## src/rtl/ram8_16_pkg.sv

```systemverilog
// Shared constants and types for the ram8_16 register file.
package ram8_16_pkg;

  localparam int WIDTH  = 16;
  localparam int DEPTH  = 8;
  localparam int ADDR_W = 3;

  localparam logic [WIDTH-1:0] WORD_ZERO = '0;

  // Sweep controller states
  typedef enum logic {
    IDLE  = 1'b0,
    CLEAR = 1'b1
  } state_e;

  // Address of the last word visited by the clear sweep
  function automatic logic [ADDR_W-1:0] last_addr();
    return ADDR_W'(DEPTH - 1);
  endfunction

endpackage

```

## src/rtl/ram8_16_register16.sv

```systemverilog
// One storage word: register with load enable, async active-high reset to zero.
module register16
  import ram8_16_pkg::*;
#(
  parameter int W = WIDTH
) (
  input  logic         clk,
  input  logic         rst,
  input  logic         ld_i,
  input  logic [W-1:0] d_i,
  output logic [W-1:0] q_o
);

  logic [W-1:0] q_q;

  // Capture d_i whenever the word is selected for loading
  always_ff @(posedge clk or posedge rst) begin
    if (rst)       q_q <= '0;
    else if (ld_i) q_q <= d_i;
  end

  assign q_o = q_q;

endmodule

```

## src/rtl/ram8_16.sv

```systemverilog
// ram8_16: 8 x 16-bit register file with one registered read port, one write
// port and a sequenced clear sweep (busy while sweeping).
// Optional macro RAM8_16_BYPASS_EN: same-address read+write on one edge
// returns the incoming write data instead of the stored word.
module ram8_16
  import ram8_16_pkg::*;
(
  input  logic              clk,
  input  logic              rst,
  input  logic              wr_en,
  input  logic [ADDR_W-1:0] wr_addr,
  input  logic [WIDTH-1:0]  wr_data,
  input  logic              rd_en,
  input  logic [ADDR_W-1:0] rd_addr,
  output logic [WIDTH-1:0]  rd_data,
  output logic              rd_valid,
  input  logic              clr,
  output logic              busy
);

  // Word storage, one register16 per entry
  logic [DEPTH-1:0][WIDTH-1:0] word_q;
  logic [DEPTH-1:0]            word_ld;
  logic [WIDTH-1:0]            word_d;

  state_e            state_q, state_d;
  logic [ADDR_W-1:0] cnt_q, cnt_d;
  logic [WIDTH-1:0]  rd_data_q, rd_data_d;
  logic              rd_valid_q, rd_valid_d;

  for (genvar i = 0; i < DEPTH; i++) begin : g_word
    register16 #(.W(WIDTH)) u_word (
      .clk  (clk),
      .rst  (rst),
      .ld_i (word_ld[i]),
      .d_i  (word_d),
      .q_o  (word_q[i])
    );
  end

  // Next state: port access in IDLE, one word cleared per edge in CLEAR
  always_comb begin
    state_d    = state_q;
    cnt_d      = cnt_q;
    word_ld    = '0;
    word_d     = wr_data;
    rd_valid_d = 1'b0;
    rd_data_d  = rd_data_q;
    case (state_q)
      IDLE: begin
        // A write on the clr edge still lands; the sweep wipes it afterwards.
        if (wr_en) word_ld[wr_addr] = 1'b1;
        if (rd_en) begin
          rd_valid_d = 1'b1;
          rd_data_d  = word_q[rd_addr];
`ifdef RAM8_16_BYPASS_EN
          if (wr_en && (wr_addr == rd_addr)) rd_data_d = wr_data;
`endif
        end
        if (clr) begin
          state_d = CLEAR;
          cnt_d   = '0;
        end
      end
      CLEAR: begin
        word_ld[cnt_q] = 1'b1;
        word_d         = WORD_ZERO;
        cnt_d          = cnt_q + 1'b1;
        // Leaving on the last word keeps the 3-bit wrap from clearing word 0 again
        if (cnt_q == last_addr()) state_d = IDLE;
      end
      default: state_d = IDLE;
    endcase
  end

  // Controller and read-port registers
  always_ff @(posedge clk or posedge rst) begin
    if (rst) begin
      state_q    <= IDLE;
      cnt_q      <= '0;
      rd_data_q  <= WORD_ZERO;
      rd_valid_q <= 1'b0;
    end else begin
      state_q    <= state_d;
      cnt_q      <= cnt_d;
      rd_data_q  <= rd_data_d;
      rd_valid_q <= rd_valid_d;
    end
  end

  assign busy     = (state_q == CLEAR);
  assign rd_data  = rd_data_q;
  assign rd_valid = rd_valid_q;

endmodule

```

## config.mk

```make
export PLATFORM = sky130hd
export DESIGN_NAME = ram8_16
export DESIGN_NICKNAME = d
export VERILOG_FILES = /design/src/rtl/ram8_16_pkg.sv /design/src/rtl/ram8_16_register16.sv /design/src/rtl/ram8_16.sv
export SDC_FILE = /design/constraint.sdc
export NUM_CORES = 1
export LEC_CHECK = 0
export ABC_AREA = 1
export BUFFER_PORTS_ARGS = -buffer_cell sky130_fd_sc_hd__buf_2
export CORE_MARGIN = 5
export CORE_UTILIZATION = 55
export CTS_CLUSTER_SIZE = 30
export DETAILED_ROUTE_END_ITERATION = 12
export HOLD_SLACK_MARGIN = 0.03
export MAX_ROUTING_LAYER = met4
export PLACE_DENSITY = 0.74
export SLEW_MARGIN = 30
export SYNTH_ARGS = -nofsm -noshare
export SYNTH_HDL_FRONTEND = slang
export SYNTH_SLANG_ARGS = --single-unit
```

## constraint.sdc

```tcl
create_clock -name clk -period 5.5 [get_ports clk]
set_input_delay 0.275 -clock clk [delete_from_list [all_inputs] [get_ports clk]]
set_output_delay 0.275 -clock clk [all_outputs]
set_load 0.005 [all_outputs]
```

# Yosys cells after proc, flatten, opt, wreduce, memory -nomap -nowiden
# Index checks and enable logic that the tools add are counted.
[classes] n_addsub=1 multipliers=0 div=0 magnitude_cmp=5 eq_ne=2 shifts=0 n_mux=16 bitwise=1 n_reduce_logical=3
[ops] operator="16-bit binary-select mux with 3-bit select" count=1
[ops] operator="16-bit two-way mux" count=2
[ops] operator="8-bit one-hot mux with 2 select lines" count=1
[ops] operator="3-bit by 4-bit < comparator with 1-bit output (second input constant)" count=3
[ops] operator="8-bit two-way mux" count=1
[ops] operator="1-bit demux with 3-bit select" count=2
[ops] operator="3-bit by 1-bit >= comparator with 1-bit output (second input constant)" count=2
[ops] operator="1-bit two-way mux" count=6
[ops] operator="3-bit one-hot mux with 2 select lines" count=1
[ops] operator="3-bit by 1-bit adder with 3-bit output (second input constant)" count=1
[ops] operator="3-bit == test (second input constant)" count=1
[ops] operator="3-bit two-way mux" count=1
[ops] operator="1-bit logical AND" count=2
[ops] operator="2-bit != test (second input constant)" count=1
[ops] operator="1-bit one-hot mux with 2 select lines" count=1
[ops] operator="2-bit AND reduction" count=1
[ops] operator="1-bit inverter" count=1
[word_totals] reg_bits=149 latchBits=0 ramBits=0 romBits=0 input_bits=27 out_inout_bits=18 wordCells=40 memories=0

# Logic depth before layout (Yosys ltp)
[depth] depth_word=6 ltp_mapped=7 ltp_nobuf=6

# By module
# Synthesis repeated with hierarchy kept, for this count alone.
[unflattened] cells_unflattened=1058 hier_area_um2=7776.2
[modules_own_cells] mod="register16" instances=8 cells_each=69 area_each_um2=648.1 seq_area_each_um2=400.4
[modules_own_cells] mod="ram8_16" instances=1 cells_each=506 area_each_um2=2591.2 seq_area_each_um2=525.5

# Worst setup path after synthesis
# No wires, ideal clock.
[synth_path] kind="register to register" startpoint="register state_q (netlist: busy)" endpoint="register g_word[0].u_word.q_q[10]" setup_time_ns=0.083 arrival_ns=1.177 required_ns=5.417 path_slack_ns=4.240 path_stages_with_launch=7 n_path_buf=1 synth_period_minus_slack_ns=1.260 cell_sequence="dfrtp_1 -> inv_2 -> nand3b_1 -> o22ai_2 -> buf_2 -> nand2_1 -> o21ai_0"
[synth_via] elab_chain_len=2 elab_cells_between_ends=3 classes_between="2 x mux; 1 x bitwise"
[synth_lines] item="start, declared" line_no="ram8_16.sv:26" text="state_e state_q, state_d;"
[synth_lines] item="start signal, assigned" line_no="ram8_16.sv:84" text="state_q <= state_d;"
[synth_lines] item="1-bit inverter (no line)"
[synth_lines] item="8-bit one-hot mux with 2 select lines" line_no="ram8_16.sv:49" text="case (state_q)"
[synth_lines] item="end signal, assigned" line_no="ram8_16_register16.sv:19" text="else if (ld_i) q_q <= d_i;"
[synth_lines] item="end, declared" line_no="ram8_16_register16.sv:14" text="logic [W-1:0] q_q;"
# Parallel ways exist; a longest one is shown, timed or not.
# A chain may end at the register's enable or synchronous reset.

# Final worst setup path
[layout_path] startpoint="register state_q (netlist: busy)" endpoint="register rd_data_q[12] (netlist: rd_data[12])"
[layout_via] elab_chain_len=2
[layout_lines] item="1-bit inverter (no line)"
[layout_lines] item="2-bit AND reduction (no line)"
[layout_lines] item="end signal, assigned" line_no="ram8_16.sv:86" text="rd_data_q <= rd_data_d;"
[layout_lines] item="end, declared" line_no="ram8_16.sv:28" text="logic [WIDTH-1:0] rd_data_q, rd_data_d;"
# Every way passes these cells.

==> summary.txt <==
Worst R2R Path Depth = 5
H-tree depth = 4
CTS Root Cell = clkbuf_16
wire per inst = 15.6 um
die width = 124 um
Tightest Pin Transition = 881 ps
Finish-stage setup viols = 0
Vias = 5983
Die H = 124 um
I/O Buffers = 44
Filler cells = 1145
RSZ-0062 raised after global routing = no
Via density = 5.26
Clock Sinks = 149
Mapped Area = 7100 sq um
clock-pin slew on the worst setup and hold paths = 60 ps
syn nets = 959
final worst-path cycle share = 48.9%
crit-path max FO = 24
Ys Warns = 0
Ant. Diodes = 0
worst r2r src = busy
commonest non-fill, non-tap cell in the layout = nand2_1
Max Slew Vio Count = 0
CTS buffer count = 17
Yosys top cell by area = dfrtp_1
die area = 15300 sq um
largest cells by area after synthesis = dfrtp_1 (53%), nand2_1 (16%), o21ai_0 (8.6%)
first-pass GRT wire length = 29400 um
Initial DRC Count = 498
num ports = 45
Initial Util = 56.3%
hold path depth = 3
antenna violations before repair = 0
Max-slew headroom = 41.3%
Final Hold Fails = 0
static leakage = 4.03 nW
CP Class = reg2reg
crit end category = flop
status = finished, final reports clean
hold path endpoint = busy
Sum Neg Setup Slack = 0 ps
Routed Antenna Nets = 0
later-pin clock latency in the skew report = 430 ps
Post-DP HPWL = 10900 um
largest net degree at the start of global routing = 100
HP Class = in2reg
top cell type's share of synthesized area = 52.5%
Critical Path RT = 5800 ps
Layout Utilization = 63.5%
worst hold start = clr
vias in the first global route = 5623
routed wire length = 17700 um
Max Cap Viol = 0
minimum clock period = 2690 ps
Gate Count Post-Synth = 930
Netlist cell types = 16
grt ovf = 0
CTS tree = done
most frequent cells in the layout = nand2_1 (301), inv_1 (152), dfrtp_1 (149)
Post-Syn Area per Cell = 7.63 sq um
Final Net Count = 983
num rows = 41
fmax = 0.372 GHz
DRC viols = 0
drt pass-1 iters = 5
Max VDD drop = 0.000281 V
layout cells sized above 1 = 10.0%
Crit path arrival time = 2990 ps
clock buffer depth = 2
core area = 12600 sq um
reg2reg setup slack = 2810 ps
total power divided by cell area = 498 nW/um^2
Layout area overhead = 12.9%
Startpoint Class = flop
routability cong. = 0.799
R2R Path End = rd_data[12]
sequential element share of the synthesized area = 52.5%
#FFs+latches synth = 149
Max Clock Skew = 3.50 ps
total track usage = 26.0%
[state kept, by name, summed over array words and instances, names as in the netlist]
register,flops
busy,1
rd_valid,1
cnt_q,3
rd_data,16
g_word.u_word.q_o,128
[synth_stat cells]
cell      count
o22ai_2       8
clkinv_1      1
inv_1       153
o21ai_1       9
nand2_1     301
nand3b_1      1
clkbuf_2      7
clkbuf_1     18
ha_1          2
a21oi_1       1
o21ai_0     122
nor2_1       17
dfrtp_1     149
nand3_1     113
inv_2         2
buf_2        26
[layer usage]
metal | part of all wire (%) | routed length, um | vias up | global-route usage [%]
li1 | - | - | 2915 | -
met4 | 2.4 | 424 | 0 | 9.97
met2 | 47 | 8250 | 211 | 38.7
met3 | 6.2 | 1090 | 27 | 4.00
met5 | 0 | 0 | - | -
met1 | 45 | 7940 | 2830 | 36.4
[repair_timing]
action,in CTS,in global routing
gates resized for setup,0,0
setup buffers,0,0
hold endpoints to repair,0,7
hold buffers,0,1
[area by class of cell]
cell class | count | area (sq um) | area share [%]
clock buffer | 21 | 480 | 5.99
tap | 172 | 215 | 2.68
inverter | 156 | 593 | 7.40
sequential | 149 | 3730 | 46.5
timing repair buffer | 56 | 313 | 3.90
multi-input combinational | 574 | 2560 | 31.9
clock inverter | 10 | 128 | 1.59
[kinds of logic (layout without fill, tap and decap cells)]
| logic type | Yosys count | in the layout | share of synthesized area (%) |
|---|---|---|---|
| fa+ha+maj | 2 | 2 | 0.352 |
| flops | 149 | 149 | 52.5 |
| buf+inv | 207 | 243 | 11.5 |
| simple gates | 432 | 432 | 24.9 |
| compound gates | 140 | 140 | 10.7 |
[through the flow]
stage	power [W]	setup slack [ps]	hold WS [ps]	instances	instance area [sq um]
final	0.00400	2810	121	1138	8020
after global routing	0.00426	2580	156	1138	8020
after CTS	0.00400	2840	78.1	1137	8010
after detailed placement	0.00280	2830	485	1106	7400
after global placement	0.00275	2960	486	1106	7390
after floorplan	0.00243	1220	439	930	7100
[report_power, final]
| part | switching [W] | internal, W | leakage (nW) |
|---|---|---|---|
| clock | 0.000445 | 0.000754 | 0.304 |
| combinational | 0.000832 | 0.000354 | 1.71 |
| sequential | 0.000153 | 0.00146 | 2.02 |
[critical path, stage by stage, from the launching register on]
cell      delay [ps]
dfrtp_1          850
inv_2            100
nand2_1          510
clkinv_1         720
nand3_1          300
nand2_1           80
[worst max-delay path by stage]
stage               from           to  depth (start not counted)
floorplan            rst         busy                          1
global placement    busy   rd_data[8]                          5
detailed placement  busy  rd_data[12]                          5
CTS                 busy  rd_data[12]                          5
global route        busy   rd_data[7]                          5
finish              busy  rd_data[12]                          5
No activity file was read; power rests on OpenSTA's default activity.
